`src/rtl/scfifo_stream_reader_pkg.sv`:
```
// Shared types and helpers for the single-clock FIFO stream adapters.
package scfifo_pkg;

   localparam int DW_DEF     = 8;
   localparam int RD_LAT_DEF = 1;

   typedef logic [DW_DEF-1:0] dw_t;

   // Bits needed to count from 0 up to and including depth.
   function automatic int cnt_width(input int depth);
      return $clog2(depth + 1);
   endfunction

endpackage

```
`src/rtl/scfifo_stream_reader_circ_buf.sv`:
```
// Small circular buffer with occupancy count and a register-based read-out.
// The head word is presented continuously; pop is ignored while empty.
module stream_circ_buf
   import scfifo_pkg::*;
#(
   parameter int DW    = DW_DEF,
   parameter int DEPTH = 3,
   localparam int CW   = cnt_width(DEPTH),
   localparam int PW   = (DEPTH > 1) ? $clog2(DEPTH) : 1
) (
   input  logic          clk,
   input  logic          rst,
   input  logic          push,
   input  logic [DW-1:0] push_data,
   input  logic          pop,
   output logic [DW-1:0] data,
   output logic [CW-1:0] cnt
);

   logic [DW-1:0] mem [DEPTH];
   logic [PW-1:0] head;
   logic [PW-1:0] tail;
   logic          do_pop;

   function automatic logic [PW-1:0] wrap_inc(input logic [PW-1:0] p);
      return (p == PW'(DEPTH - 1)) ? '0 : p + PW'(1);
   endfunction

   assign do_pop = pop && (cnt != '0);
   assign data   = mem[head];

   // Pointers wrap at DEPTH, which need not be a power of two; count tracks push minus pop.
   always_ff @(posedge clk) begin
      if (rst) begin
         head <= '0;
         tail <= '0;
         cnt  <= '0;
      end else begin
         if (push) begin
            tail <= wrap_inc(tail);
         end
         if (do_pop) begin
            head <= wrap_inc(head);
         end
         case ({push, do_pop})
            2'b10:   cnt <= cnt + CW'(1);
            2'b01:   cnt <= cnt - CW'(1);
            default: cnt <= cnt;
         endcase
      end
   end

   // Storage is data only, so it is left out of reset.
   always_ff @(posedge clk) begin
      if (push) begin
         mem[tail] <= push_data;
      end
   end

endmodule

```
`src/rtl/scfifo_stream_reader.sv`:
```
// Read-side adapter: issues FIFO reads against a credit that includes words
// still in the RAM read pipeline, then serves buffered words as a valid/ready stream.
module scfifo_stream_reader
   import scfifo_pkg::*;
#(
   parameter int DW      = DW_DEF,
   parameter int RD_LAT  = RD_LAT_DEF,
   localparam int BUF_DEPTH = RD_LAT + 2,
   localparam int CW        = cnt_width(RD_LAT + 2)
) (
   input  logic          clk,
   input  logic          rst,
   input  logic          fifo_empty,
   output logic          fifo_read,
   input  logic [DW-1:0] fifo_dout,
   output logic          out_valid,
   input  logic          out_ready,
   output logic [DW-1:0] out_data,
   output logic [CW-1:0] buf_cnt
);

   logic [RD_LAT-1:0] vld;
   logic [CW-1:0]     inflight;
   logic [CW:0]       credit_used;
   logic              push;

   // Count reads still travelling through the RAM latency.
   always_comb begin
      inflight = '0;
      for (int i = 0; i < RD_LAT; i++) begin
         inflight = inflight + CW'(vld[i]);
      end
   end

   assign credit_used = {1'b0, inflight} + {1'b0, buf_cnt};
   assign fifo_read   = !rst && !fifo_empty && (credit_used < (CW+1)'(BUF_DEPTH));
   assign push        = vld[RD_LAT-1];
   assign out_valid   = (buf_cnt != '0);

   // Valid marker follows each read so fifo_dout is captured exactly when it lands.
   always_ff @(posedge clk) begin
      if (rst) begin
         vld <= '0;
      end else begin
         vld[0] <= fifo_read;
         for (int i = 1; i < RD_LAT; i++) begin
            vld[i] <= vld[i-1];
         end
      end
   end

   stream_circ_buf #(
      .DW    (DW),
      .DEPTH (BUF_DEPTH)
   ) u_buf (
      .clk       (clk),
      .rst       (rst),
      .push      (push),
      .push_data (fifo_dout),
      .pop       (out_ready),
      .data      (out_data),
      .cnt       (buf_cnt)
   );

   // The credit check should make overfilling the buffer impossible.
   always @(posedge clk) begin
      if (!rst) begin
         assert (buf_cnt <= CW'(BUF_DEPTH));
      end
   end

endmodule

```
`config.mk`:
```
export PLATFORM = sky130hd
export DESIGN_NAME = scfifo_stream_reader
export DESIGN_NICKNAME = d
export VERILOG_FILES = /design/src/rtl/scfifo_stream_reader_pkg.sv /design/src/rtl/scfifo_stream_reader_circ_buf.sv /design/src/rtl/scfifo_stream_reader.sv
export SDC_FILE = /design/constraint.sdc
export NUM_CORES = 1
export LEC_CHECK = 0
export CORE_AREA = 2 2 52 54
export CTS_CLUSTER_DIAMETER = 50
export DETAILED_ROUTE_END_ITERATION = 10
export DIE_AREA = 0 0 54 56
export GPL_TIMING_DRIVEN = 0
export PLACE_DENSITY_LB_ADDON = 0.05
export SLEW_MARGIN = 0
export SYNTH_ARGS = -nofsm -noshare
export SYNTH_HDL_FRONTEND = slang
export SYNTH_SLANG_ARGS = --single-unit
```
`constraint.sdc`:
```
create_clock -name clk -period 2.75 [get_ports clk]
set_input_delay 0.275 -clock clk [delete_from_list [all_inputs] [get_ports clk]]
set_output_delay 0.275 -clock clk [all_outputs]
set_load 0.02 [all_outputs]
```
==> run_results.csv, run 1 <==
group,metric,value,unit
timing,setup_viol,0,
clocking,cts_tree,"built",
place,place_area,1520,sq um
synth,synth.avg_cell_area,14.2,sq um
clocking,cts_root_buffer,"clkbuf_4",
global_routing,antenna_found_initial,0,
timing,finalMaxSlewViolations,0,
worst_setup_path,crit_path_start_kind,"flip-flop",
timing,fin_worst_skew,0.00746,ns
die,ios,24,
global_routing,grt_usage,0.153,
power,p_seq_frac,0.499,
timing,tightest_slew,1.31,ns
layout,layout_common_cells,"24 x edfxtp_1, 23 x clkdlybuf4s50_1, 11 x nand2_1, 9 x dfxtp_1, 8 x mux2i_1",
clocking,clock_sinks,33,
power,vdd.ir_drop.worst,0.512,mV
place,gp_congestion,0.660,
global_routing,grt_first_pass_wirelength,3.12,mm
drt,firstDrtPassIters,4,
worst_setup_path,crit_start,"u_buf.cnt[0]",
synth,synth_cell_types,23,
synth,synth_area,1250,sq um
synth,yosys_warnings,0,
worst_setup_path,reg2reg_to,"u_buf.mem[0][1]",
synth,yosysTopAreaCellShare,0.575,
synth,syn-num-nets,103,
power,p_int,0.863,mW
drt,vias_per_cell,5.11,
power,p_comb_frac,0.305,
layout,layout-drive-gt1-share,0.0672,
layout,fin_util,0.646,
place,port_buffers,23,
power,leakagePower,0.532,nW
die,initial_core_util,0.515,
clocking,path_clk_slew,0.08,ns
run_status,status,"finished clean",
worst_setup_path,crit_required,2.48,ns
synth,synth-seq-cells,33,
clocking,clkLatencyLatePin,0.33,ns
power,power_density,783,nW/um^2
global_routing,grt_max_degree,11,
layout,fin_area,1570,sq um
global_routing,gr-total-overflow,0,
worst_setup_path,rr_worst_depth,2,
power,fin_total_pwr,1.23,mW
synth,synth-main-ff-cell,"edfxtp_1",
global_routing,grt_pass1_vias,709,
worst_setup_path,crit_type,"flip-flop to primary output",
layout,diodes,0,
drt,wl_per_cell,13.1,microns
clocking,cts-resized-gates,0,
die,core_area,2430,sq um
timing,fmax,0.393,GHz
power,netSwitchingPower,0.366,mW
clocking,cts_buffer_depth,2,
die,fp.dieW,54,microns
clocking,post_cts_buffers,0,
synth,synth_edf_count,24,
place,dp_hpwl,1.38,mm
worst_setup_path,cp_max_fo,6,
place,dpl_worst_slack,0.542,ns
die,die_h,56,microns
power,netSwitchingFraction,0.298,
timing,fin_crit,2.54,ns
drt,totalWireLength,1.95,mm
worst_setup_path,crit_path_end,"fifo_read",
worst_setup_path,end_kind,"primary output",
layout,final_nets,133,
layout,final_common_cell,"edfxtp_1",
synth,yosys-top-cells-area,"edfxtp_1 57%, dfxtp_1 14%, mux2i_1 6.4%",
synth,synth_seq_area_share,0.719,
timing,hold_violations,0,
timing,rsz0062_at_grt,"false",
synth,synth_top_cell_by_area,"edfxtp_1",
drt,ant_nets,0,
power,p_clk_frac,0.197,
die,dieArea,3020,sq um
synth,syn_inst,88,
layout,fillers,199,
min_path,hp-class,"flip-flop to flip-flop",
drt,drc,0,
clocking,hold_buffers,0,
timing,setup_slack,0.206,ns
worst_setup_path,reg2reg_slack,0.85,ns
worst_setup_path,r2r-start,"push",
clocking,cts_inserted_buffers,5,
drt,drtIter0Drc,12,
synth,synthArstFlopShare,0,
timing,relSlewSlack,0.121,
timing,period_share,0.925,
flow_run,cap_viol_max_count,0,
worst_setup_path,crit_arrival,2.27,ns
layout,synthToLayoutAreaGrowth,25.2,%
die,num_rows,18,
timing,final.setup.tns,0,ns
clocking,htree_levels,2,
drt,num_vias,761,
==> through the flow <==
| stage | instances | hold slack, ns |
|---|---|---|
| after floorplan | 88 | 0.344 |
| after global placement | 141 | 0.470 |
| after detailed placement | 141 | 0.480 |
| after CTS | 149 | 0.498 |
| after global routing | 149 | 0.537 |
| final | 149 | 0.493 |
==> cell type report <==
class,instances,area [sq um],share of cell area
multi-input combinational,51,337,0.214
clock inverter,1,3.75,0.00239
clock buffer,7,45.0,0.0287
timing repair buffer,23,230,0.147
sequential,33,901,0.574
inverter,2,7.51,0.00478
buffer,2,8.76,0.00558
tap,30,37.5,0.0239
==> synthesized netlist by cell type (2+ instances only) <==
cell type	count
o21ai_0	5
nand2_1	11
ha_1	3
o21ai_1	4
inv_1	2
nor2_1	3
a21oi_1	4
mux2i_1	8
or3_1	2
edfxtp_1	24
dfxtp_1	9
a2111oi_0	2
==> power by group through the flow <==
stage | clock, mW | sequential (mW) | combinational, mW
2_1_floorplan | 0 | 0.632 | 0.209
3_3_place_gp | 0 | 0.622 | 0.372
3_5_place_dp | 0 | 0.625 | 0.378
4_1_cts | 0.249 | 0.613 | 0.380
5_1_grt | 0.272 | 0.622 | 0.408
6_report | 0.242 | 0.613 | 0.375
==> worst max-delay path, cell delays in order, from the launching register on <==
cell	delay (ns)
dfxtp_1	0.47
ha_1	0.20
ha_1	0.23
a2111oi_0	0.39
clkdlybuf4s50_1	0.67
==> how the worst min path moves through the flow <==
stage	endpoint	cells after the start	slack (ns)	start
detailed placement	flip-flop	2	0.48	u_buf.head[0]
CTS	u_buf.head[0]	2	0.50	u_buf.head[0]
finish	flip-flop	2	0.49	u_buf.head[1]
global route	u_buf.head[0]	2	0.54	u_buf.head[0]
floorplan	u_buf.cnt[1]	1	0.34	rst
global placement	u_buf.head[0]	2	0.47	u_buf.head[0]
==> kinds of logic after synthesis <==
group,after synthesis,synth area share
adder cells (fa/ha/maj),3,0.0299
AO/OA/AOI/OAI,17,0.0808
AND/OR/NAND/NOR,21,0.0798
flip-flops,33,0.719
multiplexers,8,0.0639
XOR/XNOR,2,0.0140
buffers and inverters,4,0.0130
==> state kept, by name, indices dropped and copies added (netlist names), named ones only <==
signal and cells:
push 1, u_buf.tail 2, u_buf.cnt 2, u_buf.mem 24, u_buf.head 2
==> per-layer routing <==
layer  GRT usage  wire, microns
met4      0.0964             59
met5           0              0
met1       0.176            852
met3      0.0565             94
met2       0.235            942
Note: power is estimated with default switching activity, not from simulation.
==> inputs of run 2 (changes only) <==
- CORE_AREA: 2 2 52 54 -> 2 2 48 50
- DIE_AREA: 0 0 54 56 -> 0 0 50 52
- DONT_BUFFER_PORTS: unset -> 1
==> run 2 against run 1 <==
  * Utilization down 0.51 points
  * Worst setup slack worse by 0.018 ns
  * Sequential cell count is the same
  * Combinational power decreased by 36%
  * Total power down 9.2%
  * Global-route usage up 1.6 points
  * Hold slack worse by 0.48 ns
  * Final area shrank 14%
  * Via count fell by 7.2%
  * Critical path depth is 1 lower
  * First-iteration DRC count down 8.3%
  * Final cell count shrank 16%
==> run_results.csv, run 2 (synthesis results as in run 1) <==
group,metric,value,unit
clocking,cts_inserted_buffers,5,
global_routing,gr-total-overflow,0,
power,power_density,828,nW/um^2
drt,wl_met1,763,microns
drt,firstDrtPassIters,4,
layout,fin_util,0.641,
global_routing,antenna_found_initial,0,
clocking,clock_sinks,33,
drt,wl_met2,915,microns
worst_setup_path,slowest_stage,"a2111oi_1",
timing,finalMaxSlewViolations,0,
place,dp_hpwl,1.17,mm
layout,layout-drive-gt1-share,0.0825,
worst_setup_path,crit_arrival,2.29,ns
drt,drtIter0Drc,11,
drt,wl_per_cell,15.1,microns
worst_setup_path,cp_common_cell,"ha_1",
timing,tightest_slew,1.32,ns
layout,layout.cells.non_filler,125,
worst_setup_path,crit_family,"compound AO/OA/AOI/OAI gates",
clocking,cts_buffer_depth,2,
timing,relSlewSlack,0.116,
worst_setup_path,critPathMaxStageDelay,0.93,ns
timing,fin_worst_skew,0.00640,ns
drt,wl_met3,142,microns
global_routing,grt_pass1_vias,676,
global_routing,grt_usage,0.169,
worst_setup_path,crit_chain,"ha_1, ha_1, a2111oi_1",
worst_setup_path,r2r-start,"push",
layout,final_nets,111,
layout,regMostFlops,"u_buf.mem",
place,port_buffers,0,
worst_setup_path,rr_worst_depth,2,
die,initial_core_util,0.595,
layout,synthToLayoutAreaGrowth,7.58,%
timing,setup_viol,0,
layout,diodes,0,
global_routing,grt_first_pass_wirelength,2.98,mm
layout,final_common_cell,"edfxtp_1",
place,gp_congestion,0.693,
min_path,hp-class,"input port to flip-flop",
clocking,cts_tree,"built",
die,dieArea,2600,sq um
timing,period_share,0.932,
clocking,cts_root_buffer,"clkbuf_4",
die,die_h,52,microns
worst_setup_path,end_kind,"primary output",
clocking,clkLatencyLatePin,0.32,ns
timing,rsz0062_at_grt,"false",
die,fp.dieW,50,microns
die,ios,24,
layout,largest_reg_flops,24,
global_routing,grt_max_degree,11,
worst_setup_path,crit_path_start_kind,"flip-flop",
flow_run,cap_viol_max_count,0,
timing,final.setup.tns,0,ns
drt,drc,0,
worst_setup_path,path_depth,3,
die,core_area,2110,sq um
drt,vias_per_cell,5.65,
clocking,post_cts_buffers,0,
power,leakagePower,0.447,nW
min_path,min_from,"rst",
worst_setup_path,reg2reg_slack,0.81,ns
place,dp_cells,116,
layout,layout_common_cells,"24 x edfxtp_1, 11 x nand2_1, 9 x dfxtp_1, 8 x mux2i_1",
timing,fin_crit,2.56,ns
worst_setup_path,cp_max_fo,6,
min_path,holdPathEnd,"u_buf.cnt[1]",
clocking,htree_levels,2,
timing,hold_violations,0,
die,num_rows,17,
min_path,hold_depth,1,
worst_setup_path,reg2reg_to,"u_buf.mem[0][7]",
worst_setup_path,worst-path-buf-inv,0,
worst_setup_path,crit_required,2.48,ns
power,vdd.ir_drop.worst,0.402,mV
drt,ant_nets,0,
worst_setup_path,crit_type,"flip-flop to primary output",
run_status,status,"finished clean",
drt,highest_layer,"met4",
clocking,path_clk_slew,0.08,ns
drt,num_vias,706,
drt,totalWireLength,1.89,mm
timing,fmax,0.390,GHz
==> run 2: cell count changes in the layout (fill, tap and decap cells not counted) <==
cell,change
dlygate4sd3_1,+1
clkinv_1,-1
a2111oi_1,+1
a2111oi_0,-1
clkdlybuf4s50_1,-23
clkbuf_1,+1
==> run 2: power breakdown <==
| part | internal [mW] | switching, mW |
|---|---|---|
| clock network | 0.102 | 0.144 |
| registers | 0.577 | 0.0528 |
| logic | 0.0855 | 0.155 |
==> run 2: worst reg2reg max path, stage by stage, from the launching register on <==
cell and delay, ns:
dfxtp_1 0.41, inv_1 0.10, nor3_1 1.04
==> run 2: what timing repair did <==
item	in CTS	in global routing
gates resized for setup	1	0
endpoints found under the setup margin	1	0
hold buffers	1	0
hold endpoints to repair	1	0
==> run 2: area by class of cell <==
type	count	area (sq um)
sequential	33	901
fill	161	757
multi-input combinational	51	338
clock buffer	8	48.8
tap	28	35.0
timing repair buffer	1	10.0
buffer	2	8.76
inverter	2	7.51
==> run 2: per-stage QoR <==
| stage | total power [mW] | instance area, sq um | hold slack (ns) | worst slack (ns) |
|---|---|---|---|---|
| 6_report | 1.12 | 1350 | 0.0107 | 0.188 |
| 5_1_grt | 1.17 | 1350 | 0.00186 | 0.0264 |
| 4_1_cts | 1.12 | 1350 | 0.00172 | 0.155 |
| 3_5_place_dp | 0.880 | 1290 | 0.352 | 0.266 |
| 3_3_place_gp | 0.869 | 1290 | 0.345 | 0.276 |
| 2_1_floorplan | 0.841 | 1250 | 0.344 | 0.368 |
==> run 2: routing by layer <==
metal	track usage	vias up
met5	0	-
met4	0.144	0
met3	0.0661	7
met2	0.254	28
met1	0.188	328
li1	-	343
==> run 2: worst max path at each step <==
stage	endpoint	slack [ns]	startpoint
final	fifo_read	0.19	u_buf.cnt[0]
after global routing	fifo_read	0.03	u_buf.cnt[0]
after CTS	fifo_read	0.15	u_buf.cnt[0]
after detailed placement	fifo_read	0.27	u_buf.cnt[0]
after global placement	fifo_read	0.28	u_buf.cnt[0]
after floorplan	fifo_read	0.37	u_buf.cnt[0]
==> inputs of run 3 (changes only) <==
- SETUP_SLACK_MARGIN: unset -> 0.2
==> run 3 against run 2 <==
  * Die area unchanged
  * Register-to-register slack about the same
  * Sequential cell count unchanged
  * Clock power about the same
  * Final area up 0.37%
  * Via count down 0.28%
  * Maximum frequency up 11%
  * Clock skew up 0.00075 ns
  * Sequential share of layout area down 0.25 points
  * Wire length up 0.69%
  * Final cell count unchanged
==> run_results.csv, run 3 (synthesis results as in run 1) <==
group,metric,value,unit
run_status,status,"finished clean",
worst_setup_path,crit_required,2.48,ns
global_routing,antenna_found_initial,0,
die,die_h,52,microns
layout,layout-drive-gt1-share,0.0928,
timing,rsz0062_at_grt,"false",
layout,regMostFlops,"u_buf.mem",
worst_setup_path,crit_path_start_kind,"flip-flop",
die,fp.dieW,50,microns
power,p_comb_frac,0.220,
timing,setup_viol,0,
worst_setup_path,r2r-start,"push",
clocking,cts_root_buffer,"clkbuf_4",
place,dp_hpwl,1.17,mm
timing,hold_violations,0,
drt,firstDrtPassIters,4,
die,ios,24,
die,num_rows,17,
die,dieArea,2600,sq um
global_routing,gr-total-overflow,0,
clocking,path_clk_slew,0.08,ns
power,vdd.ir_drop.worst,0.431,mV
worst_setup_path,crit_path_end,"fifo_read",
place,port_buffers,0,
worst_setup_path,crit_start,"u_buf.cnt[0]",
drt,totalWireLength,1.91,mm
clocking,cts_inserted_buffers,5,
power,p_int,0.768,mW
timing,tightest_slew,1.32,ns
worst_setup_path,worst-path-buf-inv,0,
clocking,cts_buffer_depth,2,
power,leakagePower,0.448,nW
global_routing,grt_usage,0.172,
drt,vias_per_cell,5.63,
power,netSwitchingFraction,0.317,
layout,diodes,0,
die,core_area,2110,sq um
place,gp_congestion,0.693,
layout,regArea,901,sq um
worst_setup_path,rr_worst_depth,2,
power,power_density,830,nW/um^2
worst_setup_path,slowest_stage,"a2111oi_2",
flow_run,cap_viol_max_count,0,
worst_setup_path,cp_common_cell,"ha_1",
layout,final_common_cell,"edfxtp_1",
layout,multi_input_area,343,sq um
drt,drc,0,
drt,ant_nets,0,
layout,fillers,160,
layout,final_nets,111,
clocking,clkLatencyLatePin,0.33,ns
power,p_seq_frac,0.561,
worst_setup_path,reg2reg_slack,0.80,ns
clocking,cts_tree,"built",
layout,layout_common_cells,"24 x edfxtp_1, 11 x nand2_1, 9 x dfxtp_1, 8 x mux2i_1",
power,p_clk_frac,0.219,
global_routing,grt_pass1_vias,686,
timing,fmax,0.433,GHz
clocking,htree_levels,2,
layout,synthToLayoutAreaGrowth,7.98,%
worst_setup_path,crit_chain,"ha_1, ha_1, a2111oi_2",
worst_setup_path,crit_family,"compound AO/OA/AOI/OAI gates",
worst_setup_path,crit_type,"flip-flop to primary output",
timing,period_share,0.839,
worst_setup_path,crit_arrival,2.03,ns
timing,fin_crit,2.31,ns
drt,drtIter0Drc,10,
timing,holdWs,0.0107,ns
timing,fin_worst_skew,0.00715,ns
die,initial_core_util,0.595,
worst_setup_path,end_kind,"primary output",
timing,finalMaxSlewViolations,0,
drt,wl_per_cell,15.2,microns
worst_setup_path,path_depth,3,
timing,relSlewSlack,0.116,
timing,final.setup.tns,0,ns
worst_setup_path,critPathMaxStageDelay,0.66,ns
power,netSwitchingPower,0.356,mW
min_path,hp-class,"input port to flip-flop",
clocking,post_cts_buffers,0,
layout,largest_reg_flops,24,
power,fin_total_pwr,1.12,mW
worst_setup_path,cp_max_fo,6,
global_routing,grt_first_pass_wirelength,3.02,mm
worst_setup_path,reg2reg_to,"u_buf.mem[0][7]",
global_routing,grt_max_degree,11,
clocking,clock_sinks,33,
drt,num_vias,704,
-- run 3: final cells by class --
cell class | count | share of cell area
sequential | 33 | 0.665
tap | 28 | 0.0259
multi-input combinational | 51 | 0.253
inverter | 2 | 0.00555
clock buffer | 8 | 0.0360
buffer | 2 | 0.00647
timing repair buffer | 1 | 0.00739
-- run 3: routing by layer --
layer / GRT usage / vias up / share of wire
met5: 0 / - / 0
met4: 0.144 / 0 / 0.037
met3: 0.0661 / 7 / 0.073
met2: 0.257 / 28 / 0.49
met1: 0.193 / 329 / 0.40
li1: - / 340 / -
-- run 3: power by group through the flow --
stage / clock (mW) / combinational, mW / sequential [mW]
2_1_floorplan: 0 / 0.209 / 0.632
3_3_place_gp: 0 / 0.231 / 0.639
3_5_place_dp: 0 / 0.239 / 0.641
4_1_cts: 0.252 / 0.247 / 0.631
5_1_grt: 0.265 / 0.273 / 0.638
6_report: 0.246 / 0.247 / 0.630
-- run 3: worst min-delay path by stage --
stage,slack [ns],cells after the start,startpoint,to
finish,0.01,1,rst,u_buf.cnt[1]
global route,0.002,1,rst,flip-flop
CTS,0.002,1,rst,u_buf.cnt[1]
detailed placement,0.35,1,rst,u_buf.tail[1]
global placement,0.35,1,rst,u_buf.cnt[1]
floorplan,0.34,1,rst,u_buf.cnt[1]
-- run 3: stage by stage --
stage          instance area [sq um]  cells   util  worst slack [ns]
2_1_floorplan                   1250     88      -             0.368
3_3_place_gp                    1290    116  0.612             0.276
3_5_place_dp                    1290    116  0.612             0.266
4_1_cts                         1350    125  0.643             0.426
5_1_grt                         1350    125  0.643             0.320
6_report                        1350    125  0.643             0.442
-- run 3: timing repair --
action,4_1_cts,5_1_grt
gates resized for setup,2,0
endpoints found under the setup margin,1,0
endpoints found under the hold margin,1,0
hold buffers,1,0
-- run 3: worst reg2reg max path, stage by stage (launching register included) --
cell,delay [ns]
dfxtp_1,0.41
inv_1,0.10
nor3_1,1.04
